File: config.mk
export PLATFORM = sky130hd
export DESIGN_NAME = packet_arbiter_flat
export DESIGN_NICKNAME = d
export VERILOG_FILES = /design/src/rtl/packet_arbiter_if.sv /design/src/rtl/packet_arbiter.sv /design/src/flat_wrapper.sv
export SDC_FILE = /design/constraint.sdc
export NUM_CORES = 1
export LEC_CHECK = 0
export ABC_AREA = 0
export CORE_ASPECT_RATIO = 1.1
export CORE_MARGIN = 3
export CORE_UTILIZATION = 35
export CTS_CLUSTER_DIAMETER = 30
export DETAILED_ROUTE_END_ITERATION = 12
export PLACE_DENSITY = 0.86
export RECOVER_POWER = 100
export SLEW_MARGIN = 0
export SYNTH_ARGS = -nofsm -noshare
export SYNTH_HDL_FRONTEND = slang
export SYNTH_SLANG_ARGS = --single-unit
File: constraint.sdc
create_clock -name iclk -period 3.77 [get_ports iclk]
set_input_delay 1.131 -clock iclk [delete_from_list [all_inputs] [get_ports iclk]]
set_output_delay 1.131 -clock iclk [all_outputs]
set_load 0.1 [all_outputs]
File: src/rtl/packet_arbiter_if.sv
// packet_arbiter_if -- request/merged-stream bundle for packet_arbiter.
//   master : requester side (drives req_*, observes req_ready and the merged stream)
//   slave  : arbiter side (observes req_*, drives req_ready and the merged stream)
// Signals:
//   req_valid/req_sop/req_eop/req_bad [N_PORTS]  per-port word valid and framing
//   req_residual [2*N_PORTS]                     port p at bits [2p+1:2p]
//   req_data [N_PORTS*DATA_WIDTH]                port p at slice p
//   req_ready [N_PORTS]                          per-port accept
//   ovalid/osop/oeop/obad, oresidual, odata      merged stream, no backpressure
//   ogrant [N_PORTS]                             one-hot owner, zero when idle
//   odrop_count [16]                             saturating orphan-word count
interface packet_arbiter_if #(
  parameter int N_PORTS    = 4,
  parameter int DATA_WIDTH = 32
);
  logic [N_PORTS-1:0]            req_valid;
  logic [N_PORTS-1:0]            req_sop;
  logic [N_PORTS-1:0]            req_eop;
  logic [N_PORTS-1:0]            req_bad;
  logic [2*N_PORTS-1:0]          req_residual;
  logic [N_PORTS*DATA_WIDTH-1:0] req_data;
  logic [N_PORTS-1:0]            req_ready;
  logic                          ovalid;
  logic                          osop;
  logic                          oeop;
  logic                          obad;
  logic [1:0]                    oresidual;
  logic [DATA_WIDTH-1:0]         odata;
  logic [N_PORTS-1:0]            ogrant;
  logic [15:0]                   odrop_count;

  modport master (
    output req_valid, req_sop, req_eop, req_bad, req_residual, req_data,
    input  req_ready, ovalid, osop, oeop, obad, oresidual, odata, ogrant, odrop_count
  );

  modport slave (
    input  req_valid, req_sop, req_eop, req_bad, req_residual, req_data,
    output req_ready, ovalid, osop, oeop, obad, oresidual, odata, ogrant, odrop_count
  );
endinterface

File: src/rtl/packet_arbiter.sv
// packet_arbiter -- round-robin packet arbiter merging N_PORTS framed word
// streams into one registered stream for the translator.
// Ports:
//   iclk  sole clock
//   irst  asynchronous active-high reset
//   bus   packet_arbiter_if.slave (per-port requests in, merged stream out)
// Optional feature: define PKT_ARB_TIMEOUT_EN to abort a packet whose owner
// stalls for TIMEOUT_CYCLES consecutive cycles; the aborted packet is closed
// with a single oeop+obad word.
//
// state | meaning
// IDLE  | no owner; pick next sop round-robin, drop orphan words
// ARB   | grant registered, one dead cycle before accepting
// BUSY  | owner's words forwarded until eop
// ABORT | (timeout build only) emit closing bad word, then IDLE
module packet_arbiter #(
  parameter int N_PORTS        = 4,
  parameter int DATA_WIDTH     = 32,
  parameter int TIMEOUT_CYCLES = 64
) (
  input logic             iclk,
  input logic             irst,
  packet_arbiter_if.slave bus
);
  localparam int IDX_W = $clog2(N_PORTS);

  if ((N_PORTS < 2) || (N_PORTS > 8) || (TIMEOUT_CYCLES < 1)) begin : g_param_check
    $error("packet_arbiter: illegal parameter value");
  end

`ifdef PKT_ARB_TIMEOUT_EN
  typedef enum logic [1:0] {IDLE, ARB, BUSY, ABORT} state_t;
  localparam int TO_W = $clog2(TIMEOUT_CYCLES + 1);
  logic [TO_W-1:0] to_cnt_q, to_cnt_d;
  logic            go_abort;
`else
  typedef enum logic [1:0] {IDLE, ARB, BUSY} state_t;
`endif

  state_t               state_q, state_d;
  logic [N_PORTS-1:0]   grant_q, grant_d;
  logic [IDX_W-1:0]     gidx_q, gidx_d;
  logic [IDX_W-1:0]     rr_q, rr_d, rr_next;
  logic                 first_q, first_d;
  logic [15:0]          drop_q, drop_d;
  logic [N_PORTS-1:0]   ready, orphan, eligible;
  logic                 accept, found;
  logic [IDX_W-1:0]     pick;
  int                   cand;
  logic [3:0]           n_orphan;
  logic [16:0]          drop_sum;

  logic                  sel_valid, sel_sop, sel_eop, sel_bad;
  logic [1:0]            sel_residual;
  logic [DATA_WIDTH-1:0] sel_data;

  logic                  ovalid_q, osop_q, oeop_q, obad_q;
  logic [1:0]            oresidual_q;
  logic [DATA_WIDTH-1:0] odata_q;

  always_comb begin
    sel_valid    = bus.req_valid[gidx_q];
    sel_sop      = bus.req_sop[gidx_q];
    sel_eop      = bus.req_eop[gidx_q];
    sel_bad      = bus.req_bad[gidx_q];
    sel_residual = bus.req_residual[2*int'(gidx_q) +: 2];
    sel_data     = bus.req_data[int'(gidx_q)*DATA_WIDTH +: DATA_WIDTH];
  end

  assign rr_next = (int'(gidx_q) == N_PORTS-1) ? '0 : gidx_q + 1'b1;

  always_comb begin
    state_d  = state_q;
    grant_d  = grant_q;
    gidx_d   = gidx_q;
    rr_d     = rr_q;
    first_d  = first_q;
    ready    = '0;
    orphan   = '0;
    accept   = 1'b0;
    found    = 1'b0;
    pick     = '0;
    cand     = 0;
    eligible = bus.req_valid & bus.req_sop;
`ifdef PKT_ARB_TIMEOUT_EN
    to_cnt_d = to_cnt_q;
`endif
    unique case (state_q)
      IDLE: begin
        // Words without sop have no packet to belong to: accept and discard.
        orphan = bus.req_valid & ~bus.req_sop;
        ready  = orphan;
        for (int i = 0; i < N_PORTS; i++) begin
          cand = int'(rr_q) + i;
          if (cand >= N_PORTS) cand = cand - N_PORTS;
          if (!found && eligible[cand]) begin
            found = 1'b1;
            pick  = IDX_W'(cand);
          end
        end
        if (found) begin
          grant_d       = '0;
          grant_d[pick] = 1'b1;
          gidx_d        = pick;
          first_d       = 1'b1;
          state_d       = ARB;
        end
`ifdef PKT_ARB_TIMEOUT_EN
        to_cnt_d = '0;
`endif
      end
      ARB: state_d = BUSY;
      BUSY: begin
        ready  = grant_q;
        accept = sel_valid;
        if (accept) begin
          first_d = 1'b0;
          if (sel_eop) begin
            state_d = IDLE;
            grant_d = '0;
            rr_d    = rr_next;
          end
        end
`ifdef PKT_ARB_TIMEOUT_EN
        if (accept) begin
          to_cnt_d = '0;
        end else begin
          to_cnt_d = to_cnt_q + 1'b1;
          if (to_cnt_q == TO_W'(TIMEOUT_CYCLES - 1)) state_d = ABORT;
        end
`endif
      end
`ifdef PKT_ARB_TIMEOUT_EN
      ABORT: begin
        state_d  = IDLE;
        grant_d  = '0;
        rr_d     = rr_next;
        to_cnt_d = '0;
      end
`endif
      default: state_d = IDLE;
    endcase
  end

`ifdef PKT_ARB_TIMEOUT_EN
  assign go_abort = (state_q == BUSY) && (state_d == ABORT);
`endif

  always_comb begin
    n_orphan = '0;
    for (int i = 0; i < N_PORTS; i++) n_orphan = n_orphan + {3'b000, orphan[i]};
    drop_sum = {1'b0, drop_q} + {13'b0, n_orphan};
    drop_d   = drop_sum[16] ? 16'hFFFF : drop_sum[15:0];
  end

  always_ff @(posedge iclk or posedge irst) begin
    if (irst) begin
      state_q <= IDLE;
      grant_q <= '0;
      gidx_q  <= '0;
      rr_q    <= '0;
      first_q <= 1'b0;
      drop_q  <= '0;
`ifdef PKT_ARB_TIMEOUT_EN
      to_cnt_q <= '0;
`endif
    end else begin
      state_q <= state_d;
      grant_q <= grant_d;
      gidx_q  <= gidx_d;
      rr_q    <= rr_d;
      first_q <= first_d;
      drop_q  <= drop_d;
`ifdef PKT_ARB_TIMEOUT_EN
      to_cnt_q <= to_cnt_d;
`endif
    end
  end

  // Payload holds between words; only the framing flags are cleared when idle.
  always_ff @(posedge iclk or posedge irst) begin
    if (irst) begin
      ovalid_q    <= 1'b0;
      osop_q      <= 1'b0;
      oeop_q      <= 1'b0;
      obad_q      <= 1'b0;
      oresidual_q <= '0;
      odata_q     <= '0;
    end else if (accept) begin
      ovalid_q    <= 1'b1;
      osop_q      <= sel_sop & first_q;
      oeop_q      <= sel_eop;
      obad_q      <= sel_bad;
      oresidual_q <= sel_residual;
      odata_q     <= sel_data;
`ifdef PKT_ARB_TIMEOUT_EN
    end else if (go_abort) begin
      ovalid_q    <= 1'b1;
      osop_q      <= 1'b0;
      oeop_q      <= 1'b1;
      obad_q      <= 1'b1;
      oresidual_q <= '0;
      odata_q     <= '0;
`endif
    end else begin
      ovalid_q <= 1'b0;
      osop_q   <= 1'b0;
      oeop_q   <= 1'b0;
      obad_q   <= 1'b0;
    end
  end

  assign bus.req_ready   = irst ? '0 : ready;
  assign bus.ovalid      = ovalid_q;
  assign bus.osop        = osop_q;
  assign bus.oeop        = oeop_q;
  assign bus.obad        = obad_q;
  assign bus.oresidual   = oresidual_q;
  assign bus.odata       = odata_q;
  assign bus.ogrant      = grant_q;
  assign bus.odrop_count = drop_q;
endmodule

File: src/flat_wrapper.sv
// flat-port wrapper written by rule: the top's interface ports become plain ports
module packet_arbiter_flat 
#(
  parameter int N_PORTS        = 4,
  parameter int DATA_WIDTH     = 32,
  parameter int TIMEOUT_CYCLES = 64
)
  (iclk, irst, bus_req_valid, bus_req_sop, bus_req_eop, bus_req_bad, bus_req_residual, bus_req_data, bus_req_ready, bus_ovalid, bus_osop, bus_oeop, bus_obad, bus_oresidual, bus_odata, bus_ogrant, bus_odrop_count);
  packet_arbiter_if #(.N_PORTS(N_PORTS), .DATA_WIDTH(DATA_WIDTH)) bus_i ();
  input logic iclk;
  input logic irst;
  input wire logic [$bits(bus_i.req_valid)-1:0] bus_req_valid;
  input wire logic [$bits(bus_i.req_sop)-1:0] bus_req_sop;
  input wire logic [$bits(bus_i.req_eop)-1:0] bus_req_eop;
  input wire logic [$bits(bus_i.req_bad)-1:0] bus_req_bad;
  input wire logic [$bits(bus_i.req_residual)-1:0] bus_req_residual;
  input wire logic [$bits(bus_i.req_data)-1:0] bus_req_data;
  output wire logic [$bits(bus_i.req_ready)-1:0] bus_req_ready;
  output wire logic [$bits(bus_i.ovalid)-1:0] bus_ovalid;
  output wire logic [$bits(bus_i.osop)-1:0] bus_osop;
  output wire logic [$bits(bus_i.oeop)-1:0] bus_oeop;
  output wire logic [$bits(bus_i.obad)-1:0] bus_obad;
  output wire logic [$bits(bus_i.oresidual)-1:0] bus_oresidual;
  output wire logic [$bits(bus_i.odata)-1:0] bus_odata;
  output wire logic [$bits(bus_i.ogrant)-1:0] bus_ogrant;
  output wire logic [$bits(bus_i.odrop_count)-1:0] bus_odrop_count;
  assign bus_i.req_valid = bus_req_valid;
  assign bus_i.req_sop = bus_req_sop;
  assign bus_i.req_eop = bus_req_eop;
  assign bus_i.req_bad = bus_req_bad;
  assign bus_i.req_residual = bus_req_residual;
  assign bus_i.req_data = bus_req_data;
  assign bus_req_ready = bus_i.req_ready;
  assign bus_ovalid = bus_i.ovalid;
  assign bus_osop = bus_i.osop;
  assign bus_oeop = bus_i.oeop;
  assign bus_obad = bus_i.obad;
  assign bus_oresidual = bus_i.oresidual;
  assign bus_odata = bus_i.odata;
  assign bus_ogrant = bus_i.ogrant;
  assign bus_odrop_count = bus_i.odrop_count;
  packet_arbiter #(.N_PORTS(N_PORTS), .DATA_WIDTH(DATA_WIDTH), .TIMEOUT_CYCLES(TIMEOUT_CYCLES)) u_core (.iclk(iclk), .irst(irst), .bus(bus_i));
endmodule
==> results.txt <==
----------------------------------------------------
[Clocking]
  # H-tree levels ... 3
  Cts bufs inserted ... 9
  Maximum count of clock buffers along a single path ... 2
  Clock slew at the register clock pins of the worst setup and hold paths ... 0.06 ns
  Hold buffer count at cts ... 0
  Clock tree root driver cell ... clkbuf_16
  Skew-Pair Late Insertion Delay ... 0.32 ns
  Clock sink count ... 65
  CTS tree ... done

[Place]
  Input/output buffers ... 215
  DPL Wire Length ... 9960 microns
  Placed instance area ... 6130 sq um
  Routability Congestion ... 0.815
  Setup WS pre-CTS ... -0.554 ns

[Timing]
  Fin. max-slew vios ... 66
  Final hold viol count ... 0
  Clock tree skew after final layout ... 0.0127 ns
  Fin crit period ... 3.67 ns
  Setup TNS after final layout ... 0 ns
  Least-Margin Pin Slew ... 1.64 ns
  Headroom to the max-slew limit ... -9.09%
  FMAX ... 0.272 GHz
  Tightest hold margin ... 0.470 ns
  Period Utilization, post-route ... 97.4%
  Min setup slack post-route ... 0.0983 ns
  Setup repair after global routing missed its margin ... no
  Final setup violation count ... 0

[Setup path]
  Sort of element at the start of the critical path ... input pin
  Worst path slowest cell ... clkdlybuf4s50_1
  Required time worst endpoint ... 2.64 ns
  Crit Path Class ... in2out
  CP bufs+invs ... 2
  Worst path arrival time ... 2.54 ns
  Biggest cell delay along the critical path ... 0.48 ns
  Critical Path, Cell by Cell ... clkdlybuf4s50_1 -> nor3b_1 -> o21a_1 -> buf_4
  Cell type group with the largest total delay on the critical path ... buffers and inverters
  Worst Setup End Kind ... output port
  Highest net fanout along the worst path ... 2

[Route]
  DRT Wirelength ... 12700 microns
  Number of nets with antenna violations after routing ... 0
  Residual DRC ... 0
  Per-cell via count in the routed design ... 5.24
  Via count ... 3493
  Drt wl/cell ... 19.0 microns
  Number of iterations in the first detailed-routing pass ... 4
  Drt first-iter violations ... 137

[Synthesis]
  Synthesized-area fraction occupied by adder cells ... 2.98%
  Area fraction in compound gates after synthesis ... 6.93%
  Sequential element share of the synthesized area ... 42.1%
  Number of unique standard cell types used by synthesis ... 42
  Cell Area, Synth ... 3870 sq um
  Synth Register Bits ... 65
  Simple-gate portion of the synthesized area ... 9.74%
  Total nets after synthesis ... 450
  Xor/xnor share of the synthesized area ... 1.13%
  Multiplexer fraction of the synthesized cell area ... 33.7%
  Largest family of logic cells by synthesized area ... multiplexers
  Cells after synthesis ... 288
  Average footprint of a synthesized cell ... 13.4 sq um
  Syn. warnings ... 0

[Final layout]
  Utilization after layout ... 58.8%
  Final design instance area without fill ... 6220 sq um
  Number of filler instances in the final layout ... 897
  Antenna cell count ... 0
  Register cell area after layout ... 1630 sq um
  Syn-to-layout area delta ... 60.9%
  Area occupied by multi-input gates ... 2170 sq um
  Net count of the finished layout ... 680
  Share of layout cells above drive strength 1 ... 23.3%

[Floorplanning]
  Starting density of the core ... 36.5%
  Height of the die ... 116 microns
  Core Rows ... 39
  Core footprint ... 10600 sq um
  IO Pins ... 216
  Die Width ... 106 microns
  Die footprint ... 12300 sq um

[Global route]
  Via count of the first global-routing pass ... 3606
  Grt ovf ... 0
  GR Util All Layers ... 20.3%
  Wire length of the first global-routing pass ... 19600 microns
  Largest net degree at the start of global routing ... 66
  Antenna violations before repair ... 0

[Power]
  IR drop worst, VDD ... 0.560 mV
  PwrDens ... 898 nW/um^2
  Leakage ... 2.54 nW

[Status]
  Failing checks ... max-capacitance violations, max-slew violations
  Status ... finished with violations

[Hold path]
  Tightest Hold Check Type ... reg2reg

[Flow run]
  Total of max-cap violations ... 1

----------------------------------------------------
==> area by class of cell <==
class,count,share of cell area [%]
Tap cell,143,2.88
Inverter,7,0.442
Clock buffer,11,3.74
Timing Repair Buffer,236,31.0
Sequential cell,65,26.2
Clock inverter,5,0.905
Multi-Input combinational cell,199,34.8
==> metrics by stage <==
stage	cells	power, W
6_report	666	0.00559
5_1_grt	666	0.00583
4_1_cts	665	0.00588
3_5_place_dp	647	0.00502
3_3_place_gp	647	0.00495
2_1_floorplan	288	0.00414
==> what timing repair did <==
| action | in CTS | in global routing |
|---|---|---|
| pin swaps | 4 | 5 |
| gates resized for setup | 8 | 11 |
| gates cloned | 0 | 0 |
| endpoints found under the setup margin | 16 | 16 |
| buffers inserted | 2 | 1 |
==> worst min-delay path: cells and delay by family (launching register included) <==
kind / cells / cell delay, ns
and+or+nand+nor: 2 / 0.11
DFF: 1 / 0.33
==> registers in the layout (all words and copies together), names as in the netlist <==
signal / count
u_core.bus.oresidual: 2
u_core.gidx_q: 2
u_core.bus.obad: 1
u_core.first_q: 1
u_core.state_q: 2
u_core.bus.osop: 1
u_core.bus.odrop_count: 16
u_core.bus.ogrant: 4
u_core.rr_q: 2
u_core.bus.odata: 32
u_core.bus.oeop: 1
u_core.bus.ovalid: 1
==> routing by layer <==
| layer | wire length, microns | share of wire (%) | global-route usage [%] | vias up |
|---|---|---|---|---|
| met3 | 1090 | 8.6 | 5.09 | 27 |
| met2 | 6660 | 53 | 36.4 | 172 |
| met1 | 4660 | 37 | 24.1 | 1713 |
| li1 | - | - | - | 1581 |
| met4 | 263 | 2.1 | 6.13 | 0 |
| met5 | 0 | 0 | 0 | - |
==> power by group <==
| group | total, W | switching, W | internal (W) |
|---|---|---|---|
| Clock | 0.000814 | 0.000303 | 0.000511 |
| Sequential | 0.00125 | 0.000259 | 0.000988 |
| Combinational | 0.00353 | 0.00257 | 0.000951 |
| Total | 0.00559 | 0.00314 | 0.00245 |
==> placed cells by master, fill, tap and decap left out, types with 3 or more instances in the layout <==
cell	n
a21o_1	3
ha_1	3
o21a_1	5
clkdlybuf4s50_1	148
nor3b_1	3
clkbuf_16	9
and3_1	9
xor2_1	4
nand3_1	6
ha_4	3
buf_4	17
and2_1	6
nand2_1	28
mux4_2	38
dfrtp_1	64
a21oi_1	4
or3_1	3
mux2_2	36
dlymetal6s2s_1	3
a31oi_1	3
inv_1	6
o32ai_1	4
clkbuf_1	63
o21ai_0	9
==> cell usage after synthesis <==
| cell type | n | area, sq um |
|---|---|---|
| dfrtp_1 | 65 | 1630 |
| mux4_2 | 38 | 856 |
| mux2_2 | 36 | 405 |
| nand2_1 | 28 | 105 |
| o21ai_0 | 10 | 50.1 |
| and3_1 | 9 | 56.3 |
| inv_1 | 7 | 26.3 |
| and2_1 | 6 | 37.5 |
| clkbuf_1 | 6 | 22.5 |
| ha_1 | 6 | 75.1 |
| nand3_1 | 6 | 30.0 |
| buf_4 | 5 | 37.5 |
| nor3b_1 | 5 | 37.5 |
| o21a_1 | 5 | 37.5 |
| a21oi_1 | 4 | 20.0 |
| o32ai_1 | 4 | 35.0 |
| xor2_1 | 4 | 35.0 |
| a21o_1 | 3 | 22.5 |
| a31oi_1 | 3 | 18.8 |
| buf_2 | 3 | 15.0 |
| buf_6 | 3 | 33.8 |
| nor2b_1 | 3 | 18.8 |
| o2111ai_1 | 3 | 26.3 |
| or3_1 | 3 | 18.8 |
| fa_1 | 2 | 40.0 |
| mux2_4 | 2 | 30.0 |
| nand2b_1 | 2 | 12.5 |
| nor2_1 | 2 | 7.51 |
| o31ai_1 | 2 | 15.0 |
| a41o_1 | 1 | 10.0 |
| a41oi_1 | 1 | 8.76 |
| mux2i_1 | 1 | 10.0 |
| nand2_4 | 1 | 11.3 |
| nand3b_1 | 1 | 7.51 |
| nand4b_1 | 1 | 8.76 |
| o22a_1 | 1 | 8.76 |
| o22ai_1 | 1 | 6.26 |
| o311ai_0 | 1 | 8.76 |
| or2_2 | 1 | 6.26 |
| or4_1 | 1 | 7.51 |
| or4bb_1 | 1 | 11.3 |
| xnor2_1 | 1 | 8.76 |
==> logic make-up (layout without fill, tap and decap cells) <==
| logic type | count (synthesis) | count (layout) |
|---|---|---|
| AOI/OAI and AO/OA | 39 | 39 |
| DFF | 65 | 65 |
| and+or+nand+nor | 70 | 70 |
| buffers and inverters | 24 | 259 |
| muxes | 77 | 77 |
| xor gates and xnor gates | 5 | 5 |
| adders and majority gates | 8 | 8 |
==> path summary, 6_finish.rpt <==
path | cells past startpoint | endpoint | start | slack (ns)
setup reg to reg | 11 | u_core.bus.odrop_count[14] | u_core.state_q[1] | 0.44
min in group asynchronous | 3 | u_core.state_q[0] | irst | 2.01
hold reg to reg | 2 | u_core.first_q | u_core.first_q | 0.47
max in group asynchronous | 3 | u_core.gidx_q[1] | irst | 0.69
hold / removal | 2 | u_core.first_q | u_core.first_q | 0.47
setup / recovery | 4 | bus_req_ready[2] | bus_req_valid[2] | 0.1
(Power assumes the default switching activity.)
==> RTL change 1: new RTL, config.mk and constraints unchanged <==
`DATA_WIDTH` is set to 32 in 3 places; all go to 64.
--- a/src/rtl/packet_arbiter_if.sv
+++ b/src/rtl/packet_arbiter_if.sv
@@ -12,5 +12,5 @@
 interface packet_arbiter_if #(
   parameter int N_PORTS    = 4,
-  parameter int DATA_WIDTH = 32
+  parameter int DATA_WIDTH = 64
 );
   logic [N_PORTS-1:0]            req_valid;
--- a/src/rtl/packet_arbiter.sv
+++ b/src/rtl/packet_arbiter.sv
@@ -16,5 +16,5 @@
 module packet_arbiter #(
   parameter int N_PORTS        = 4,
-  parameter int DATA_WIDTH     = 32,
+  parameter int DATA_WIDTH     = 64,
   parameter int TIMEOUT_CYCLES = 64
 ) (
--- a/src/flat_wrapper.sv
+++ b/src/flat_wrapper.sv
@@ -3,5 +3,5 @@
 #(
   parameter int N_PORTS        = 4,
-  parameter int DATA_WIDTH     = 32,
+  parameter int DATA_WIDTH     = 64,
   parameter int TIMEOUT_CYCLES = 64
 )
Ports: changed (resized bus_odata and bus_req_data); port bits go from 216 to 376. No check against the original RTL was run, so the function may have changed too.
==> RTL change 1 against the unedited design <==
Synthesized cell count increased by 35%. Total power increased by 64%. First-iteration DRC count increased by 75%. Final area increased by 56%. Synthesized area increased by 51%. Clock power increased by 16%. Combinational power increased by 80%. Worst setup slack got worse by 0.073 ns. Count of clock-buffer cells in the layout decreased by 1. Die area increased by 48%. Sequential cell count increased by 32. Worst hold slack improved by 0.0088 ns. Routed wire length increased by 80%. Largest power group unchanged.
==> RTL change 1: results (changes against the unedited design) <==
status: "finished clean"
dpl_cell_area_um2: 9690  # +58%
hold_path_depth: 1  # -1
swShare_pct: 58.1  # +1.9 points
cp_max_fo: 4  # +2
vias_per_cell: 5.43  # +3.6%
dp.cells: 962  # +49%
num_vias: 5356  # +53%
slew_headroom_pct: 12.0  # +21 points
grt_usage_pct: 24.1  # +3.9 points
crit_end: "bus_req_ready[1]"
worstPathArrival_ns: 2.61  # +0.07 ns
grt_max_degree: 70  # +6.1%
fin_worst_skew_ns: 0.00988  # -0.00283 ns
post-cts-setup-buffer-count: 4  # +2
seq_area_frac_synth_pct: 41.7  # -0.40 points
synthTopCellsByCount: "97 x dfrtp_1, 70 x mux4_2, 53 x mux2_2"
drive_gt1_share_pct: 24.2  # +0.88 points
wirelength_um: 22900  # +80%
worstSetupStartpoint: "bus_req_valid[1]"
clk_latency_ns: 0.35  # +0.03 ns
grt_pass1_vias: 6063  # +68%
max_freq_mhz: 267  # -2.0%
antenna_found_initial: 3  # +3
ir_drop_v: 0.000795  # +42%
final_nets: 1070  # +57%
dp.final_hpwl_um: 18200  # +83%
largest_reg_flops: 64  # +100%
whs_ns: 0.478  # +0.00884 ns
reg2reg_slack_ns: 0.41  # -0.03 ns
fill_cells: 1326  # +48%
synth_nets: 680  # +51%
cp_slowest_cell: "dlygate4sd2_1"
RTL change 1: cell types whose count changed after synthesis, sizes merged, moves of 4 or more:
cell / change
dfrtp: +32
nand2: -13
nor2: +7
mux2: +35
mux4: +32
o32ai: -4
and3: -4
nand4: +6
buf: +8
RTL change 1: layout make-up:
cell class              count  area [um^2]  area share, %
multi-input cells         261         3280           33.7
clock buffers              10          239           2.46
clock inverters             6         67.6          0.694
flip-flops and latches     97         2430           25.0
repair buffers            405         3440           35.3
diodes                      1         2.50         0.0257
well taps                 200          250           2.57
inverters                   6         23.8          0.244
RTL change 1: power by group through the flow:
stage / sequential (mW) / clock [mW] / combinational, mW
floorplan: 4.89 / 0 / 2.07
global placement: 1.84 / 0 / 6.66
detailed placement: 1.87 / 0 / 6.76
CTS: 1.86 / 0.974 / 6.80
global route: 1.91 / 1.01 / 6.63
finish: 1.85 / 0.946 / 6.35
RTL change 1: cell families (layout without fill, tap and decap cells):
logic type | count (synthesis) | in the layout | share of synthesized area, %
compound gates | 36 | 36 | 4.34
xor+xnor | 5 | 5 | 0.752
fa+ha+maj | 8 | 8 | 1.98
buf+inv | 32 | 427 | 3.20
flops | 97 | 97 | 41.7
mux | 143 | 143 | 41.3
other cells | 0 | 1 | 0
simple gates | 69 | 69 | 6.75
RTL change 1: per-layer routing:
| metal | vias up | share of wire (%) | global-route usage [%] |
|---|---|---|---|
| met5 | - | 0.12 | 0 |
| met1 | 2670 | 34 | 25.3 |
| li1 | 2326 | - | - |
| met4 | 4 | 3.4 | 9.56 |
| met2 | 301 | 53 | 44.5 |
| met3 | 55 | 9.1 | 7.49 |
==> RTL change 2: new RTL, config.mk and constraints unchanged <==
Without the edit above. The 3 states of `state_t` get a one-hot encoding in 3 bits.
--- a/src/rtl/packet_arbiter.sv
+++ b/src/rtl/packet_arbiter.sv
@@ -35,5 +35,5 @@
   logic            go_abort;
 `else
-  typedef enum logic [1:0] {IDLE, ARB, BUSY} state_t;
+  typedef enum logic [2:0] {IDLE = 3'b001, ARB = 3'b010, BUSY = 3'b100} state_t;
 `endif
 
Check against the original RTL: no difference found for any inputs over 4 cycles, from zero or initial values and one cycle with irst high; so few cycles prove little.
==> RTL change 2 against the unedited design <==
The flow still finishes with violations (max-capacitance violations, max-slew violations). Clock power shrank 0.6%. Total power shrank 3.9%. Global-route usage grew 1.2 points. Fmax grew 0.83%. Highest routed layer is now met5. Utilization grew 0.42 points. Routed wire length grew 7.3%. Worst setup slack gained 0.030 ns. Critical endpoint is now u_core.bus.odrop_count[2]. Count of clock-buffer cells in the layout grew 3. Synthesized area grew 0.84%. Clock skew shrank 0.0057 ns. Sequential cell count grew 1. Final area grew 1.2%.
==> RTL change 2: results (changes against the unedited design) <==
fin_worst_skew_ns: 0.00699  # -0.00571 ns
synth_nets: 453  # +0.67%
vias_per_cell: 5.24  # about the same
max_freq_mhz: 275  # +0.83%
fill_cells: 906  # +1.0%
post-place-ws_ns: -0.644  # -0.0899 ns
synth_area_leaders: "dfrtp_1 42%, mux4_2 22%, mux2_2 10%"
drive_gt1_share_pct: 25.4  # +2.0 points
crit_end: "u_core.bus.odrop_count[2]"
worstSetupStartpoint: "bus_req_sop[1]"
grt_max_degree: 67  # +1.5%
reg2reg_slack_ns: 0.35  # -0.09 ns
cp_max_fo: 13  # +11
ir_drop_v: 0.000564  # +0.74%
slew_headroom_pct: -9.40  # -0.31 points
leakagePower_nw: 2.64  # +3.9%
failed_checks: "max-capacitance violations, max-slew violations"
seq_area_frac_synth_pct: 42.4  # +0.32 points
report.final.slew_viol_count: 67  # +1.5%
worstPathArrival_ns: 3.88  # +1.34 ns
synthTopCellsByCount: "65 x dfrtp_1, 38 x mux4_2, 36 x mux2_2"
drv_cap: 1  # unchanged
routabilityCongestion: 0.903  # +11%
worstReg2RegStart: "u_core.state_q[0]"
dp.cells: 654  # +1.1%
async_flop_share_pct: 100  # unchanged
grt_pass1_vias: 3814  # +5.8%
ys_types: 44  # +4.8%
status: "complete, but fails checks"
drtIter0Drc: 85  # -38%
fin_cells: 675  # +1.4%
final_nets: 689  # +1.3%
antenna_found_initial: 2  # +2
wirelength_um: 13600  # +7.3%
clk_latency_ns: 0.33
dp.final_hpwl_um: 10600  # +6.5%
grt_first_pass_wirelength_um: 20400  # +4.3%
synthCells: 291  # +1.0%
==> RTL change 2: cell types whose count changed after synthesis, moves of 4 or more <==
cell	change
nand4_1	+4
and3_1	-4
nand3_1	+5
nand2_1	-4
==> RTL change 2: critical path: stages <==
cell           delay, ns
dlygate4sd2_1       0.27
nor3b_4             0.26
ha_4                0.24
fa_2                0.53
ha_2                0.17
inv_1               0.05
fa_2                0.36
nor2b_4             0.14
o2111ai_2           0.13
or2_1               0.43
o21ai_0             0.16
==> RTL change 2: kinds of logic (layout without fill, tap and decap cells) <==
logic type | Yosys count | after routing | synth area share [%]
AOI/OAI and AO/OA | 35 | 35 | 6.00
xor gates and xnor gates | 4 | 4 | 0.898
adders and majority gates | 8 | 8 | 2.95
buffers and inverters | 23 | 264 | 3.50
DFF | 66 | 66 | 42.4
muxes | 77 | 77 | 33.4
and+or+nand+nor | 78 | 78 | 10.9
==> RTL change 2: worst min path at each step <==
| stage | slack, ns | end | start |
|---|---|---|---|
| final | 0.47 | u_core.first_q | u_core.first_q |
| after global routing | 0.51 | u_core.first_q | u_core.first_q |
| after CTS | 0.47 | u_core.first_q | u_core.first_q |
| after detailed placement | 0.46 | u_core.first_q | u_core.first_q |
| after global placement | 0.45 | u_core.first_q | u_core.first_q |
| after floorplan | 0.44 | u_core.first_q | u_core.first_q |
==> RTL change 2: per-stage QoR <==
step                      power (mW)  area, um^2  hold slack, ns
final                           5.37        6300           0.473
after CTS                       5.63        6560           0.471
after global routing            5.60        6300           0.508
after floorplan                 3.89        3910           0.439
after global placement          4.70        6200           0.452
after detailed placement        4.77        6200           0.458
==> RTL change 2: final cells by class <==
| cell class | instances | area [um^2] | share of cell area, % |
|---|---|---|---|
| clock buffer | 14 | 284 | 4.51 |
| clock inverter | 2 | 10.0 | 0.159 |
| inverter | 7 | 27.5 | 0.437 |
| multi-input combinational | 202 | 2180 | 34.6 |
| sequential | 66 | 1650 | 26.3 |
| tap | 143 | 179 | 2.84 |
| timing repair buffer | 241 | 1960 | 31.2 |
==> RTL change 2: per-layer routing <==
metal	wire length, um	share of wire, %	vias to the layer above	global-route usage, %
met1	5200	38	1747	25.4
met3	1110	8.2	18	6.14
li1	-	-	1596	-
met2	7120	52	174	37.8
met4	148	1.1	4	6.73
met5	27	0.20	-	0
==> RTL change 2: what timing repair did <==
| item | CTS | global route |
|---|---|---|
| gates resized for setup | 11 | 8 |
| buffers inserted | 2 | 3 |
| setup endpoints to repair | 16 | 16 |
| pin swaps | 5 | 7 |
==> RTL change 2: where the power goes <==
part	switching [mW]	total, mW	internal, mW
Clock	0.294	0.809	0.515
Sequential	0.248	1.24	0.990
Combinational	2.42	3.32	0.897
Total	2.97	5.37	2.40
